==> src/rtl/ps2_kbd.sv <==
// PS/2 keyboard receiver with scancode FIFO, presented to the CPU as a
// memory-mapped data register, status register and active-low interrupt.
//
// Handshake: rd_data and rd_status are single-cycle strobes asserted by the
// address decoder after the CPU read of the corresponding register has
// completed; there is no ready/backpressure. A pop on an empty FIFO is ignored.
module ps2_kbd #(
  parameter int FIFO_DEPTH     = 8,
  parameter int FILT_CYCLES    = 8,
  parameter int TIMEOUT_CYCLES = 50000
) (
  input  logic       CLOCK_50,
  input  logic       res,
  input  logic       PS2_CLK,
  input  logic       PS2_DAT,
  input  logic       rd_data,
  input  logic       rd_status,
  output logic [7:0] data_q,
  output logic [7:0] status_q,
  output logic       irq_n
);

  localparam int PW = (FIFO_DEPTH > 1) ? $clog2(FIFO_DEPTH) : 1;
  localparam int FW = $clog2(FILT_CYCLES + 1);
  localparam int TW = $clog2(TIMEOUT_CYCLES + 1);

  typedef enum logic [1:0] {
    IDLE   = 2'd0,
    DATA   = 2'd1,
    PARITY = 2'd2,
    STOP   = 2'd3
  } state_t;

  // ---------------- input conditioning ----------------
  logic          ps2c_s1, ps2c_s2, ps2d_s1, ps2d_s2;
  logic          filt;
  logic [FW-1:0] filt_cnt;
  logic          samp_stb;
  logic          samp_bit;

  // Two-flop synchronisers for both open-drain lines (idle high).
  always_ff @(posedge CLOCK_50 or negedge res) begin
    if (!res) begin
      ps2c_s1 <= 1'b1;
      ps2c_s2 <= 1'b1;
      ps2d_s1 <= 1'b1;
      ps2d_s2 <= 1'b1;
    end else begin
      ps2c_s1 <= PS2_CLK;
      ps2c_s2 <= ps2c_s1;
      ps2d_s1 <= PS2_DAT;
      ps2d_s2 <= ps2d_s1;
    end
  end

  // Glitch filter on the clock; a falling filtered edge yields a one-cycle
  // strobe together with the data bit captured at the same instant.
  always_ff @(posedge CLOCK_50 or negedge res) begin
    if (!res) begin
      filt     <= 1'b1;
      filt_cnt <= '0;
      samp_stb <= 1'b0;
      samp_bit <= 1'b1;
    end else begin
      samp_stb <= 1'b0;
      samp_bit <= ps2d_s2;
      if (ps2c_s2 == filt) begin
        filt_cnt <= '0;
      end else if (filt_cnt == FW'(FILT_CYCLES - 1)) begin
        filt     <= ps2c_s2;
        filt_cnt <= '0;
        samp_stb <= filt;
      end else begin
        filt_cnt <= filt_cnt + 1'b1;
      end
    end
  end

  // ---------------- frame FSM ----------------
  state_t        state, state_n;
  logic [2:0]    bit_cnt, bit_cnt_n;
  logic [7:0]    shift, shift_n;
  logic          par, par_n;
  logic [TW-1:0] to_cnt, to_cnt_n;
  logic          push_set, ferr_set;
  logic          push_pend;
  logic [7:0]    push_byte;

  // FSM state and frame datapath registers.
  always_ff @(posedge CLOCK_50 or negedge res) begin
    if (!res) begin
      state     <= IDLE;
      bit_cnt   <= '0;
      shift     <= '0;
      par       <= 1'b0;
      to_cnt    <= '0;
      push_pend <= 1'b0;
      push_byte <= '0;
    end else begin
      state     <= state_n;
      bit_cnt   <= bit_cnt_n;
      shift     <= shift_n;
      par       <= par_n;
      to_cnt    <= to_cnt_n;
      push_pend <= push_set;
      push_byte <= shift;
    end
  end

  // Next-state logic: bit collection, frame check and inactivity timeout.
  always_comb begin
    state_n   = state;
    bit_cnt_n = bit_cnt;
    shift_n   = shift;
    par_n     = par;
    push_set  = 1'b0;
    ferr_set  = 1'b0;
    to_cnt_n  = (state == IDLE || samp_stb) ? '0 : to_cnt + 1'b1;
    case (state)
      IDLE: begin
        if (samp_stb && !samp_bit) begin
          state_n   = DATA;
          bit_cnt_n = '0;
        end
      end
      DATA: begin
        if (samp_stb) begin
          shift_n   = {samp_bit, shift[7:1]};
          bit_cnt_n = bit_cnt + 1'b1;
          if (bit_cnt == 3'd7) state_n = PARITY;
        end
      end
      PARITY: begin
        if (samp_stb) begin
          par_n   = samp_bit;
          state_n = STOP;
        end
      end
      STOP: begin
        if (samp_stb) begin
          if (samp_bit && (^{shift, par})) push_set = 1'b1;
          else                             ferr_set = 1'b1;
          state_n = IDLE;
        end
      end
      default: state_n = IDLE;
    endcase
    // A stalled frame is abandoned; no strobe means the case above changed nothing.
    if (state != IDLE && !samp_stb && to_cnt == TW'(TIMEOUT_CYCLES - 1)) begin
      state_n  = IDLE;
      ferr_set = 1'b1;
    end
  end

  // ---------------- FIFO and register file ----------------
  logic [7:0]    mem [FIFO_DEPTH];
  logic [PW-1:0] rd_ptr, wr_ptr, rd_ptr_n, wr_ptr_n;
  logic [4:0]    count, count_n;
  logic          overflow, frame_err, ovf_n, ferr_n;
  logic          pop_ok, push_ok, ovf_set;
  logic [7:0]    head_n;

  // Push/pop arbitration and the next-cycle view used by the output registers.
  always_comb begin
    pop_ok   = rd_data && (count != 5'd0);
    push_ok  = push_pend && ((count != 5'(FIFO_DEPTH)) || pop_ok);
    ovf_set  = push_pend && !push_ok;
    count_n  = count + 5'(push_ok) - 5'(pop_ok);
    rd_ptr_n = pop_ok  ? rd_ptr + 1'b1 : rd_ptr;
    wr_ptr_n = push_ok ? wr_ptr + 1'b1 : wr_ptr;
    // The byte being written this cycle is not in mem yet; bypass it.
    head_n   = (push_ok && wr_ptr == rd_ptr_n) ? push_byte : mem[rd_ptr_n];
    ovf_n    = ovf_set  | (overflow  & ~rd_status);
    ferr_n   = ferr_set | (frame_err & ~rd_status);
  end

  // Scancode storage; contents are only visible through count-qualified outputs.
  always_ff @(posedge CLOCK_50) begin
    if (push_ok) mem[wr_ptr] <= push_byte;
  end

  // FIFO pointers, sticky error bits and registered CPU-facing outputs.
  always_ff @(posedge CLOCK_50 or negedge res) begin
    if (!res) begin
      rd_ptr    <= '0;
      wr_ptr    <= '0;
      count     <= '0;
      overflow  <= 1'b0;
      frame_err <= 1'b0;
      data_q    <= 8'h00;
      status_q  <= 8'h00;
      irq_n     <= 1'b1;
    end else begin
      rd_ptr    <= rd_ptr_n;
      wr_ptr    <= wr_ptr_n;
      count     <= count_n;
      overflow  <= ovf_n;
      frame_err <= ferr_n;
      data_q    <= (count_n == 5'd0) ? 8'h00 : head_n;
      status_q  <= {count_n != 5'd0, ovf_n, ferr_n, count_n};
      irq_n     <= (count_n == 5'd0);
    end
  end

endmodule

==> config.mk <==
export PLATFORM = sky130hd
export DESIGN_NAME = ps2_kbd
export DESIGN_NICKNAME = d
export VERILOG_FILES = /design/src/rtl/ps2_kbd.sv
export SDC_FILE = /design/constraint.sdc
export NUM_CORES = 1
export LEC_CHECK = 0
export ABC_AREA = 1
export CAP_MARGIN = 20
export CELL_PAD_IN_SITES_DETAIL_PLACEMENT = 0
export CELL_PAD_IN_SITES_GLOBAL_PLACEMENT = 1
export CORE_MARGIN = 8
export CORE_UTILIZATION = 40
export CTS_CLUSTER_SIZE = 28
export DETAILED_ROUTE_END_ITERATION = 12
export GPL_TIMING_DRIVEN = 0
export HOLD_SLACK_MARGIN = 0.06
export PLACE_DENSITY = 0.77
export SYNTH_ARGS = -nofsm -noshare
export SYNTH_HDL_FRONTEND = slang
export SYNTH_SLANG_ARGS = --single-unit
==> constraint.sdc <==
create_clock -name CLOCK_50 -period 3.9 [get_ports CLOCK_50]
set_input_delay 0.78 -clock CLOCK_50 [delete_from_list [all_inputs] [get_ports CLOCK_50]]
set_output_delay 0.78 -clock CLOCK_50 [all_outputs]
set_load 0.01 [all_outputs]
==> flow_metrics.env, run 1 <==
export IMPL_status="complete, no violations"
export IMPL_insertion_delay_ns=0.42
export IMPL_use_met3_pct=3.23
export IMPL_dp_hpwl_um=8790
export IMPL_wirelength_um=12800
export IMPL_setup_violations_final=0
export IMPL_num_rows=45
export IMPL_gp_congestion=0.790
export IMPL_diodes=0
export IMPL_cpPeakStageDelay_ns=0.62
export IMPL_die_area_um2=19600
export IMPL_coreArea_um2=15100
export IMPL_arrival_ns=4.01
export IMPL_synth_edf_count=64
export IMPL_root_buffer="clkbuf_16"
export IMPL_hold_viol=0
export IMPL_grt_max_degree=72
export IMPL_critical_path_buf_inv_count=4
export IMPL_grt_ovfl_total=0
export IMPL_synth_cells=599
export IMPL_cp_cell_sequence="clkdlybuf4s50_1, nand2_4, a21oi_4, inv_1, ha_1, inv_1, ha_1, inv_1, fa_1, xnor2_1, or2_2, nor3_1, nand2_1, nand2_1, nor2_1"
export IMPL_dp_slack_ns=-0.231
export IMPL_worst_slack_ns=0.190
export IMPL_met1_usage_pct=16.3
export IMPL_worst_path_max_fanout=10
export IMPL_clkSlewWorstSetupHoldPaths_ns=0.05
export IMPL_antenna_found_initial=0
export IMPL_drt_first_pass_iters=4
export IMPL_layout_drive_gt1_share_pct=12.8
export IMPL_portBuffers=22
export IMPL_worst_endpoint_required_ns=4.20
export IMPL_ctsHoldBuffers=0
export IMPL_ys_seq_area_share_pct=61.1
export IMPL_critical_path_class="input pin to flip-flop"
export IMPL_vias_per_cell=5.00
export IMPL_cap_violations=0
export IMPL_slew_viol_final=0
export IMPL_ys_ff_latch=137
export IMPL_initial_core_util_pct=40.7
export IMPL_ir_drop_mv=0.328
export IMPL_drt_wirelength_per_cell_um=15.2
export IMPL_htreeDepth=4
export IMPL_rsz0062_at_grt="no"
export IMPL_final_cell_mix="nand2_1 (145), dfrtp_1 (66), edfxtp_1 (64)"
export IMPL_ys_warn_count=0
export IMPL_grt_usage_pct=13.9
export IMPL_synthToLayoutAreaGrowth_pct=18.3
export IMPL_drt_drc_violations_left=0
export IMPL_cts_buffer_depth=2
export IMPL_syn_avg_cell_area_um2=10.3
export IMPL_met2_usage_pct=24.2
export IMPL_fin_hold_ws_ns=0.151
export IMPL_vias=4210
export IMPL_crit_path_top_delay_cell="clkdlybuf4s50_1"
export IMPL_cts_tree="yes"
export IMPL_min_path_type="input pin to asynchronous set/reset pin"
export IMPL_grt_pass1_wl_um=21400
export IMPL_end_kind="flip-flop"
export IMPL_fin_skew_ns=0.0104
export IMPL_drt_iter0_markers=187
export IMPL_fp_dieH_um=140
export IMPL_grt_pass1_vias=4314
export IMPL_post_cts_buffers=0
export IMPL_syn_num_nets=623
export IMPL_nets=665
export IMPL_clock_sinks=137
export IMPL_synth_cell_types=37
export IMPL_crit_path_start_kind="input pin"
export IMPL_dieWidth_um=140
export IMPL_period_share_pct=95.1
export IMPL_final_common_cell="nand2_1"
export IMPL_numCtsBuffers=17
export IMPL_worst_pin_slew_ns=0.870
export IMPL_fmax_mhz=270
export IMPL_ys_flop_type="dfrtp_1"
export IMPL_power_density_nw_per_um2=682
export IMPL_n_fill_cell=1375
export IMPL_ios=23
export IMPL_synthArstFlopShare_pct=53.3
export IMPL_drtAntennaViolNets=0
export IMPL_synth_area_um2=6140
export IMPL_period_minus_slack_ns=3.71
export IMPL_cts_resized_gates=0
export IMPL_relSlewSlack_pct=41.8
export IMPL_p_leak_uw=0.00329
export IMPL_top_usage_layer="met2"
export IMPL_path_delay_family="simple AND/OR/NAND/NOR gates"
export IMPL_cp_common_cell="inv_1"
## Yosys cell counts, types with 2 or more instances
master	count	area share [%]
nand2_4	3	0.55
ha_1	17	3.5
nand2_2	5	0.51
inv_1	62	3.8
buf_2	2	0.16
dfstp_2	7	3.0
dfrtp_1	66	27
nand2_1	145	8.9
o21ai_0	19	1.5
inv_2	3	0.18
nand3_2	9	1.5
or2_2	2	0.20
nor2_4	2	0.37
o31ai_1	2	0.24
buf_6	2	0.37
nand3_1	60	4.9
nand4_1	10	1.0
edfxtp_1	64	31
nor2_1	62	3.8
buf_4	8	0.98
nor2_2	2	0.20
nor3_1	3	0.24
xnor2_1	7	1.0
a21oi_1	12	0.98
and3_1	2	0.20
xor2_1	11	1.6
a32o_1	2	0.33
## path summary, 6_finish.rpt
| path | to | depth (start not counted) | slack [ns] | startpoint |
|---|---|---|---|---|
| max | data_q[6] | 15 | 0.19 | rd_data |
| min | filt_cnt[0] | 1 | 0.15 | res |
| max reg2reg | data_q[6] | 19 | 0.29 | count[3] |
| min reg2reg | samp_bit | 0 | 0.35 | ps2d_s2 |
| max in group asynchronous | irq_n | 2 | 3.18 | res |
| min in group CLOCK_50 | samp_bit | 0 | 0.35 | ps2d_s2 |
## flip-flops by register name (all words and copies together) (netlist names), 2 cells and up
name       flops
filt_cnt       4
rd_ptr         3
data_q         8
status_q       4
to_cnt        16
mem           64
state          2
count          4
bit_cnt        3
push_byte      8
shift          8
wr_ptr         3
## routing by layer
| metal | routed length (µm) | vias to the layer above |
|---|---|---|
| li1 | - | 2055 |
| met1 | 5590 | 2078 |
| met2 | 6610 | 60 |
| met3 | 410 | 17 |
| met4 | 216 | 0 |
| met5 | 0 | - |
## where the power goes
| group | leakage (µW) | total, µW | internal [µW] | switching, µW |
|---|---|---|---|---|
| Clock | 0.000312 | 1700 | 1110 | 589 |
| Sequential | 0.00165 | 1750 | 1660 | 95.4 |
| Combinational | 0.00133 | 1500 | 583 | 920 |
## through the flow
step	std cells	setup TNS (ns)	power, µW	cell area [µm²]	utilization [%]
6_report	842	0	4960	7270	48.2
5_1_grt	842	0	5250	7270	48.2
4_1_cts	842	0	5010	7270	48.2
2_1_floorplan	599	0	2780	6140	-
3_5_place_dp	810	-1.85	3300	6630	43.9
3_3_place_gp	809	-35.47	3250	6600	43.7
## layout make-up
cell class / instances / area [µm²] / share of cell area (%)
Sequential cell: 137 / 3760 / 51.7
Multi-Input combinational cell: 383 / 2040 / 28.1
Clock buffer: 22 / 507 / 6.97
Inverter: 67 / 254 / 3.49
Timing Repair Buffer: 23 / 245 / 3.37
Tap cell: 188 / 235 / 3.24
Clock inverter: 10 / 138 / 1.89
Buffer: 12 / 92.6 / 1.27
## cells by family (layout without fill, tap and decap cells)
| group | Yosys count | count (layout) | synth area share, % |
|---|---|---|---|
| buf+inv | 79 | 134 | 5.64 |
| xor+xnor | 18 | 18 | 2.57 |
| simple gates | 309 | 309 | 23.2 |
| fa+ha+maj | 18 | 18 | 3.79 |
| flops | 137 | 137 | 61.1 |
| compound gates | 38 | 38 | 3.62 |
No activity file was read; power rests on OpenSTA's default activity.
==> run 2: changes to the inputs <==
--- a/config.mk
+++ b/config.mk
@@ -14,7 +14,7 @@
 export CTS_CLUSTER_SIZE = 28
 export DETAILED_ROUTE_END_ITERATION = 12
 export GPL_TIMING_DRIVEN = 0
-export HOLD_SLACK_MARGIN = 0.06
+export HOLD_SLACK_MARGIN = 0.15
 export PLACE_DENSITY = 0.77
 export SYNTH_ARGS = -nofsm -noshare
 export SYNTH_HDL_FRONTEND = slang
==> run 2 against run 1 <==
Against the previous run:
- power barely moved
- combinational power hardly changed
- die area unchanged
- first-iteration DRC count is 4.8% higher
- register-to-register slack barely moved
- sequential share of layout area decreased by 0.071 points
- largest cell class unchanged
==> flow_metrics.env, run 2 (synthesis gave the netlist of run 1 again) <==
export IMPL_worst_path_max_fanout=10
export IMPL_largest_reg_flops=64
export IMPL_ctsHoldBuffers=1
export IMPL_wirelength_um=12800
export IMPL_worst_endpoint_required_ns=4.19
export IMPL_layout_drive_gt1_share_pct=12.8
export IMPL_coreArea_um2=15100
export IMPL_die_area_um2=19600
export IMPL_cts_buffer_depth=2
export IMPL_period_minus_slack_ns=3.72
export IMPL_vias=4214
export IMPL_crit_path_start_kind="input pin"
export IMPL_p_total_uw=4960
export IMPL_fmax_mhz=269
export IMPL_insertion_delay_ns=0.42
export IMPL_top_register="mem"
export IMPL_critical_path_class="input pin to flip-flop"
export IMPL_grt_pass1_vias=4321
export IMPL_post_cts_buffers=0
export IMPL_min_path_type="flip-flop to flip-flop"
export IMPL_vias_per_cell=5.00
export IMPL_r2r_slack_ns=0.29
export IMPL_worst_pin_slew_ns=0.921
export IMPL_cts_resized_gates=0
export IMPL_arrival_ns=4.01
export IMPL_grt_max_degree=72
export IMPL_fp_dieH_um=140
export IMPL_setup_violations_final=0
export IMPL_rsz0062_at_grt="no"
export IMPL_synthToLayoutAreaGrowth_pct=18.5
export IMPL_initial_core_util_pct=40.7
export IMPL_slew_viol_final=0
export IMPL_root_buffer="clkbuf_16"
export IMPL_diodes=0
export IMPL_antenna_found_initial=0
export IMPL_htreeDepth=4
export IMPL_grt_ovfl_total=0
export IMPL_drt_drc_violations_left=0
export IMPL_ios=23
export IMPL_ir_drop_mv=0.329
export IMPL_p_leak_uw=0.00330
export IMPL_cap_violations=0
export IMPL_num_rows=45
export IMPL_grt_usage_pct=13.9
export IMPL_clock_sinks=137
export IMPL_dp_hpwl_um=8790
export IMPL_multi_input_area_um2=2040
export IMPL_fin_skew_ns=0.0104
export IMPL_grt_pass1_wl_um=21400
export IMPL_seq_area_um2=3760
export IMPL_numCtsBuffers=17
export IMPL_cts_tree="yes"
export IMPL_final_cell_mix="nand2_1 (145), dfrtp_1 (66), edfxtp_1 (64)"
export IMPL_end_kind="flip-flop"
export IMPL_nets=666
export IMPL_dp_cells=810
export IMPL_gp_congestion=0.790
export IMPL_drt_first_pass_iters=5
export IMPL_n_fill_cell=1374
export IMPL_dieWidth_um=140
export IMPL_drt_iter0_markers=196
export IMPL_final_cells=843
export IMPL_power_density_nw_per_um2=681
export IMPL_drt_wirelength_per_cell_um=15.2
export IMPL_clkSlewWorstSetupHoldPaths_ns=0.05
export IMPL_final_common_cell="nand2_1"
export IMPL_portBuffers=22
export IMPL_relSlewSlack_pct=38.4
export IMPL_status="complete, no violations"
export IMPL_period_share_pct=95.3
export IMPL_drtAntennaViolNets=0
export IMPL_hold_viol=0
export IMPL_top_regs="mem (64), to_cnt (16)"
run 2: final cells by class:
class	count	share of cell area [%]
plain buffers	12	1.27
clock inverters	10	1.89
clock buffers	22	6.96
inverters	67	3.49
multi-input cells	383	28.0
well taps	188	3.23
flip-flops and latches	137	51.6
repair buffers	24	3.51
run 2: per-layer routing:
layer | track usage (%) | wire, µm | vias to the layer above
met3 | 3.23 | 369 | 18
met4 | 5.77 | 225 | 0
met2 | 24.2 | 6630 | 60
met5 | 0 | 0 | -
li1 | - | - | 2055
met1 | 16.3 | 5620 | 2081
run 2: worst max-delay path: stages:
cell and delay [ns]:
clkdlybuf4s50_1 0.62, nand2_4 0.14, a21oi_4 0.22, inv_1 0.09, ha_1 0.30, inv_1 0.06, ha_1 0.15, inv_1 0.06
fa_1 0.41, xnor2_1 0.16, or2_2 0.27, nor3_1 0.20, nand2_1 0.30, nand2_1 0.15, nor2_1 0.09
run 2: per-stage QoR:
| step | TNS, ns | hold slack, ns | area [µm²] | util [%] | setup slack (ns) |
|---|---|---|---|---|---|
| floorplan | 0 | 0.345 | 6140 | - | 0.797 |
| global placement | -35.47 | 0.346 | 6600 | 43.7 | -0.513 |
| detailed placement | -1.85 | 0.347 | 6630 | 43.9 | -0.231 |
| CTS | 0 | 0.356 | 7280 | 48.2 | 0.198 |
| global route | 0 | 0.358 | 7280 | 48.2 | 0.00626 |
| finish | 0 | 0.355 | 7280 | 48.2 | 0.183 |
run 2: power by group:
group          internal [µW]  switching (µW)  leakage (µW)
Clock                   1110             587      0.000312
Sequential              1660            95.3       0.00165
Combinational            584             923       0.00133
Total                   3350            1610       0.00330
run 2: path summary, 6_finish.rpt:
path | from | endpoint | cells after the start
worst max-delay path | rd_data | data_q[0] | 15
worst min-delay path | ps2d_s2 | samp_bit | 0
worst max register to register | count[3] | data_q[0] | 19
worst min register to register | ps2d_s2 | samp_bit | 0
max in group asynchronous | res | irq_n | 3
min in group asynchronous | res | filt_cnt[0] | 2
==> run 3: changes to the inputs <==
--- a/config.mk
+++ b/config.mk
@@ -6,16 +6,18 @@
 export NUM_CORES = 1
 export LEC_CHECK = 0
 export ABC_AREA = 1
+export ABC_CLOCK_PERIOD_IN_PS = 3900
 export CAP_MARGIN = 20
 export CELL_PAD_IN_SITES_DETAIL_PLACEMENT = 0
 export CELL_PAD_IN_SITES_GLOBAL_PLACEMENT = 1
 export CORE_MARGIN = 8
-export CORE_UTILIZATION = 40
+export CORE_UTILIZATION = 48
+export CTS_BUF_LIST = sky130_fd_sc_hd__clkbuf_8 sky130_fd_sc_hd__clkbuf_16
 export CTS_CLUSTER_SIZE = 28
 export DETAILED_ROUTE_END_ITERATION = 12
 export GPL_TIMING_DRIVEN = 0
 export HOLD_SLACK_MARGIN = 0.15
-export PLACE_DENSITY = 0.77
+export PLACE_DENSITY = 0.88
 export SYNTH_ARGS = -nofsm -noshare
 export SYNTH_HDL_FRONTEND = slang
 export SYNTH_SLANG_ARGS = --single-unit
==> run 3 against run 2 <==
Against the previous run:
- non-clock buffer count is 2 lower
- global-route usage is 2.5 points higher
- fmax is 2.0% higher
- worst hold slack worse by 0.00051 ns
- sequential share of layout area is 0.38 points higher
- via count is 0.52% lower
- die area is 15% lower
- first-iteration DRC count is 67% higher
- critical endpoint is now data_q[6]
- largest power group unchanged
==> flow_metrics.env, run 3 (synthesis gave the netlist of run 1 again) <==
export IMPL_nets=664
export IMPL_grt_ovfl_total=0
export IMPL_clock_sinks=137
export IMPL_cts_resized_gates=0
export IMPL_initial_core_util_pct=48.9
export IMPL_ios=23
export IMPL_min_path_cells=0
export IMPL_tns_ns=0
export IMPL_final_common_cell="nand2_1"
export IMPL_dieWidth_um=129
export IMPL_worst_pin_slew_ns=0.920
export IMPL_ff2ff_path_depth=19
export IMPL_p_leak_uw=0.00328
export IMPL_relSlewSlack_pct=38.7
export IMPL_power_density_nw_per_um2=693
export IMPL_antenna_found_initial=0
export IMPL_fin_skew_ns=0.00823
export IMPL_ir_drop_mv=0.376
export IMPL_r2r_start="count[2]"
export IMPL_portBuffers=22
export IMPL_gp_congestion=0.867
export IMPL_drtAntennaViolNets=0
export IMPL_grt_pass1_wl_um=21000
export IMPL_n_fill_cell=1028
export IMPL_largest_reg_flops=64
export IMPL_crit_path_start_kind="input pin"
export IMPL_insertion_delay_ns=0.41
export IMPL_rsz0062_at_grt="no"
export IMPL_critical_path_buf_inv_count=4
export IMPL_fmax_mhz=274
export IMPL_grt_pass1_vias=4180
export IMPL_diodes=0
export IMPL_crit_path_top_delay_cell="clkdlybuf4s50_1"
export IMPL_num_rows=41
export IMPL_critical_path_class="input pin to flip-flop"
export IMPL_grt_max_degree=74
export IMPL_fp_dieH_um=129
export IMPL_min_path_type="flip-flop to flip-flop"
export IMPL_period_minus_slack_ns=3.64
export IMPL_final_cell_mix="nand2_1 (144), dfrtp_1 (66), inv_1 (64), edfxtp_1 (64), nor2_1 (62)"
export IMPL_vias=4192
export IMPL_worst_path_max_fanout=10
export IMPL_dp_hpwl_um=8530
export IMPL_cts_tree="yes"
export IMPL_arrival_ns=3.95
export IMPL_r2r_slack_ns=0.43
export IMPL_root_buffer="clkbuf_16"
export IMPL_grt_usage_pct=16.5
export IMPL_ctsHoldBuffers=0
export IMPL_setup_violations_final=0
export IMPL_cpPeakStageDelay_ns=0.64
export IMPL_period_share_pct=93.5
export IMPL_die_area_um2=16700
export IMPL_path_delay_family="simple AND/OR/NAND/NOR gates"
export IMPL_final_util_pct=57.5
export IMPL_drt_wirelength_per_cell_um=15.5
export IMPL_hold_viol=0
export IMPL_hold_path_endpoint="ps2c_s2"
export IMPL_drt_drc_violations_left=0
export IMPL_top_register="mem"
export IMPL_cp_cell_sequence="clkdlybuf4s50_1, nand2_4, a21oi_4, inv_1, ha_1, inv_1, ha_1, inv_1, fa_1, xnor2_1, or2_2, nor3_1, nand2_2, nand2_1, nor2_1"
export IMPL_cp_common_cell="inv_1"
export IMPL_reg2reg_to="data_q[6]"
export IMPL_drt_first_pass_iters=5
export IMPL_cts_buffer_depth=2
export IMPL_end_kind="flip-flop"
export IMPL_drt_iter0_markers=327
export IMPL_top_regs="mem (64), to_cnt (16)"
export IMPL_worst_endpoint_required_ns=4.20
export IMPL_numCtsBuffers=17
export IMPL_htreeDepth=4
export IMPL_wirelength_um=12800
export IMPL_layout_drive_gt1_share_pct=12.7
export IMPL_post_cts_buffers=0
export IMPL_status="complete, no violations"
export IMPL_coreArea_um2=12600
export IMPL_vias_per_cell=5.08
export IMPL_worstHoldStart="ps2c_s1"
export IMPL_synthToLayoutAreaGrowth_pct=17.6
export IMPL_cap_violations=0
export IMPL_slew_viol_final=0
export IMPL_clkSlewWorstSetupHoldPaths_ns=0.06
-- run 3: area by class of cell --
cell class | instances | area [µm²] | area share [%]
Clock buffer | 18 | 439 | 6.08
Sequential cell | 137 | 3760 | 52.0
Timing Repair Buffer | 22 | 218 | 3.01
Buffer | 12 | 92.6 | 1.28
Inverter | 67 | 254 | 3.52
Tap cell | 172 | 215 | 2.98
Multi-Input combinational cell | 383 | 2040 | 28.3
Clock inverter | 14 | 206 | 2.86
-- run 3: report_power, final --
part	internal [µW]	switching [µW]	total (µW)
sequential	1660	106	1760
clock	1150	589	1730
combinational	581	930	1510
-- run 3: layer usage --
metal	vias up	GRT usage, %	routed length [µm]
met5	-	0	0
met4	0	6.22	191
met3	19	4.07	568
met2	117	27.9	6500
met1	2005	20.0	5490
li1	2051	-	-
-- run 3: per-stage QoR --
step	hold WS (ns)	std cells	setup slack [ns]	instance area, µm²	power, µW
after floorplan	0.345	599	0.797	6140	2780
after global placement	0.346	793	-0.410	6580	3240
after detailed placement	0.349	793	-0.218	6580	3290
after CTS	0.357	825	0.197	7220	5040
after global routing	0.360	825	0.0926	7230	5270
final	0.354	825	0.255	7230	5010
-- run 3: how the worst max path moves through the flow --
stage	cells past startpoint	startpoint	end	slack, ns
global route	15	rd_data	data_q[6]	0.09
finish	15	rd_data	data_q[6]	0.26
CTS	15	rd_data	data_q[2]	0.20
detailed placement	15	rd_data	data_q[2]	-0.22
global placement	1	res	data_q[7]	-0.41
floorplan	19	count[2]	data_q[0]	0.80
-- run 3: worst reg2reg max path, stage by stage (launching register included) --
cell	delay, ns
dfrtp_1	0.37
inv_1	0.09
ha_1	0.20
inv_1	0.10
nor2_4	0.04
nand2_4	0.09
nand2_4	0.10
a21oi_4	0.22
inv_1	0.09
ha_1	0.30
inv_1	0.06
ha_1	0.16
inv_1	0.05
fa_1	0.39
xnor2_1	0.16
or2_2	0.28
nor3_1	0.25
nand2_2	0.21
nand2_1	0.16
nor2_1	0.06
